$ cat src/rtl/seq_watchdog.sv
// Saturating event counter that flags when an enabled cycle sees count == limit.
module seq_watchdog #(
  parameter int unsigned W = 32
) (
  input  logic         clk,
  input  logic         rst,
  input  logic         clear,
  input  logic         enable,
  input  logic [W-1:0] limit,
  output logic [W-1:0] count,
  output logic         expired
);

  always_ff @(posedge clk) begin
    if (!rst || clear) begin
      count <= '0;
    end else if (enable && (count != '1)) begin
      count <= count + 1'b1;
    end
  end

  // Fires during the enabled cycle that would make the count reach limit+1.
  assign expired = enable && (count == limit);

endmodule

$ cat config.mk
export PLATFORM = sky130hd
export DESIGN_NAME = seq_watchdog
export DESIGN_NICKNAME = d
export VERILOG_FILES = /design/src/rtl/seq_watchdog.sv
export SDC_FILE = /design/constraint.sdc
export NUM_CORES = 1
export LEC_CHECK = 0
export CAP_MARGIN = 10
export CORE_UTILIZATION = 46
export DETAILED_ROUTE_END_ITERATION = 16
export GPL_TIMING_DRIVEN = 0
export MAX_ROUTING_LAYER = met4
export PLACE_DENSITY = 0.9
export SYNTH_ARGS = -nofsm -noshare
export SYNTH_HDL_FRONTEND = slang
export SYNTH_SLANG_ARGS = --single-unit
$ cat constraint.sdc
create_clock -name clk -period 2.6 [get_ports clk]
set_input_delay 0.52 -clock clk [delete_from_list [all_inputs] [get_ports clk]]
set_output_delay 0.52 -clock clk [all_outputs]
set_load 0.03 [all_outputs]
# Word level (Yosys, flattened, before mapping)
# Cells that the tools add are included.
[op_classes] n_addsub=1 eq_ne=2 n_reduce_logical=4
[ops] op="32-bit by 1-bit adder with 32-bit output (second input constant)" n=1
[ops] op="32-bit equality test" n=1
[ops] op="32-bit != test (second input constant)" n=1
[ops] op="1-bit logical AND" n=2
[ops] op="1-bit logical NOT" n=1
[ops] op="1-bit logical OR" n=1
[word_totals] regBits=32 in_bits=36 output_inout_bits=33 elab_cells=8

# Depth between registers and ports, before layout
# Gate-level depths: netlist (run 1).
[logic_depth] depth_word=2 mapped_depth=7

# Least setup slack after synthesis (run 1)
# No wires, ideal clock.
[synth_path] kind="flip-flop to output port" from="reg count[13]" to="out expired" arrival_ns=2.236 setup_slack_ns=-0.156 path_stages_with_launch=6 n_path_buf=0 path_cell_list="dfxtp_1 xnor2_1 nand4_1 nor4_1 nand4_1 nor4_1"
[synth_between] elab_chain_cells=2
[synth_rtl] element="from (decl)" line_no="10" rtl="output logic [W-1:0] count,"
[synth_rtl] element="from (signal assigned)" line_no="18" rtl="count <= count + 1'b1;"
[synth_rtl] element="32-bit equality test" line_no="23" rtl="assign expired = enable && (count == limit);"
[synth_rtl] element="1-bit logical AND" line_no="23"
[synth_rtl] element="to (decl)" line_no="11" rtl="output logic expired"
# Every way passes these cells.

# Worst setup path after layout (run 1)
[layout_path] from="reg count[25]" to="out expired"
# Same word-level chain as after synthesis.

==> results of run 1 <==
[final cells by class]
type | instances | area (sq um) | area share
Timing Repair Buffer | 68 | 689 | 0.232
Clock buffer | 7 | 96.3 | 0.0324
Inverter | 5 | 18.8 | 0.00631
Sequential cell | 32 | 649 | 0.218
Tap cell | 50 | 62.6 | 0.0210
Clock inverter | 1 | 30.0 | 0.0101
Buffer | 9 | 50.0 | 0.0168
Multi-Input combinational cell | 194 | 1380 | 0.463
[report_power, final]
part	internal, mW	total [mW]	switching (mW)	leakage, nW
combinational	0.0639	0.109	0.0456	0.672
sequential	0.491	0.493	0.00210	0.261
clock	0.338	0.538	0.200	0.0645
[cell usage after synthesis (all sizes together)]
master  instances
a211oi          5
a21o            2
a21oi          18
a311oi          1
and2            1
and3            3
and4            5
buf             3
clkbuf          6
dfxtp          32
ha              1
inv             5
mux2i           1
nand2          11
nand2b          1
nand3          12
nand4          20
nand4b          1
nor2           17
nor2b           1
nor4            8
o211ai          1
o21ai          13
o31ai           8
or3            10
or4            10
xnor2          36
xor2            8
[kinds of logic after synthesis]
kind of cell | count (synthesis) | share of synthesized area
AO/OA/AOI/OAI | 48 | 0.146
XOR/XNOR | 44 | 0.191
adder cells (fa/ha/maj) | 1 | 0.00620
buffers and inverters | 14 | 0.0310
flip-flops | 32 | 0.318
multiplexers | 1 | 0.00496
AND/OR/NAND/NOR | 100 | 0.303
[repair_timing]
| item | 4_1_cts | 5_1_grt |
|---|---|---|
| setup buffers | 0 | 1 |
| endpoints found under the setup margin | 1 | 1 |
| pin swaps | 13 | 18 |
| gates resized for setup | 20 | 29 |
[final timing paths]
check | start | end | cells after the start
min | count[14] | count[14] | 2
max | count[25] | expired | 6
min reg2reg | count[14] | count[14] | 2
max reg2reg | count[25] | count[3] | 6
[routing by layer]
metal | wire (um) | share of wire | global-route usage
met1 | 2540 | 0.39 | 0.376
met2 | 3100 | 0.48 | 0.450
met3 | 635 | 0.098 | 0.0667
met4 | 184 | 0.028 | 0.115
met5 | 0 | 0 | -
[worst max-delay path, stage by stage (launching register included)]
cell and delay (ps):
dfxtp_1 500, xnor2_1 160, nand4_1 150, nor4_2 290, nand4_1 160, nor4_2 250
buf_4 200
==> run metrics, run 1 <==
Inserted Clock Buffers 5; TNS Setup 0 ps; Vias roughly 2300; Core Area slightly above 4000 sq um; Period minus WS final 2530 ps; die height roughly 68 um; fill count roughly 300; crit start category register; pre-CTS setup slack -773 ps; Sink Count 32; maximum vdd drop between 200 and 300 uV; Initial DRT Pass Iterations 5; number of remaining DRC errors 0; Area after DPL 2760 sq um; fin cells approximately 370; Yosys warning count 0; status complete, no violations; Worst slew margin 0.485; vias in the first global route 2029; leading area contributor after synthesis dfxtp_1; power density over the cells 383 nW/um^2; Mapped Nets 277; clk buf depth 2; row count 23; clock root buffer clkbuf_8; initial DRC count between 200 and 250; sequential area share after synthesis 0.318; GRT overflow 0; worst-path maximum fanout 8; routed vias/inst ~6.2; commonest cells after routing, fill and taps aside 47 x clkdlybuf4s50_1, 30 x xnor2_1, 25 x dfxtp_1; Final WS setup roughly 74 ps; register bank with the most flops count; commonest non-fill, non-tap cell in the layout clkdlybuf4s50_1; worst hold slack about 540 ps; clock latency on the worst-skew pair about 300 ps; total routed wirelength about 6.5 mm; max reg flops 32; Area Growth Syn to Fin 47.5%; DIE AREA between 4000 and 5000 sq um; maximum number of pins on one net before global-route repair 11; Reg2Reg Setup Slack 210 ps; post-route ant nets 0; Largest regs count (32); top-area cell type share of the netlist area 0.318; final setup fails 0; initial antenna violation count 0; Final period util 0.972; crit path kind register to primary output; Max Cap Viol 0; Initial Util 0.490; CTS tree yes; Die X 68.2 um; hpwl dp ~4.6 mm; Max Slew Vio Count 0; Hold Buf Count CTS 0; max frequency 396 MHz; Placer Congestion between 0.9 and 1; Hold Fails Final Rpt 0; IO Count 69; All-Layer GR Usage 0.295; Syn Area/Cell approximately 8.4 sq um; Post-Syn Area 2020 sq um; Post-Syn Instances 240; H-tree depth 2; Inserted Diodes 0; Seq cells post-synth 32; Clock Pin Slew Worst Setup and Hold Paths approximately 70 ps; leak pwr roughly 1 nW; top cells by area, synth dfxtp_1 32%, xnor2_1 16%, nand4_1 5.9%, a21oi_1 4.5%, or4_1 3.7%; Slew @ Worst Pin between 700 and 800 ps; count of buffers from port buffering 67; final core utilization 0.723; fraction of layout cells with a size suffix above 1 0.114; Tot Pwr 1.14 mW; fin nets 352; Inst Count DP between 300 and 400; first-pass GRT wire length roughly 10 mm; required time of the critical path about 2100 ps; Worst Hold Class register to register; Finished Cell Area between 2000 and 3000 sq um; Worst Clk Skew 6.57 ps; synth unique cells 35; CP Capture Type primary output; Avg WL per Cell 17.7 um; CP arrival roughly 2000 ps
Power figures use the tool's default switching activity.
==> run 2: changes to the inputs <==
--- a/config.mk
+++ b/config.mk
@@ -8,6 +8,7 @@
 export CAP_MARGIN = 10
 export CORE_UTILIZATION = 46
 export DETAILED_ROUTE_END_ITERATION = 16
+export GPL_ROUTABILITY_DRIVEN = 0
 export GPL_TIMING_DRIVEN = 0
 export MAX_ROUTING_LAYER = met4
 export PLACE_DENSITY = 0.9
==> results of run 2 <==
Same layout as run 1: the final DEF is identical, and so are final timing and power.
==> run 3: changes to the inputs <==
--- a/config.mk
+++ b/config.mk
@@ -12,6 +12,7 @@
 export GPL_TIMING_DRIVEN = 0
 export MAX_ROUTING_LAYER = met4
 export PLACE_DENSITY = 0.9
+export SLEW_MARGIN = 5
 export SYNTH_ARGS = -nofsm -noshare
 export SYNTH_HDL_FRONTEND = slang
 export SYNTH_SLANG_ARGS = --single-unit
==> results of run 3 <==
Same layout as run 1: the final DEF is identical, and so are final timing and power.
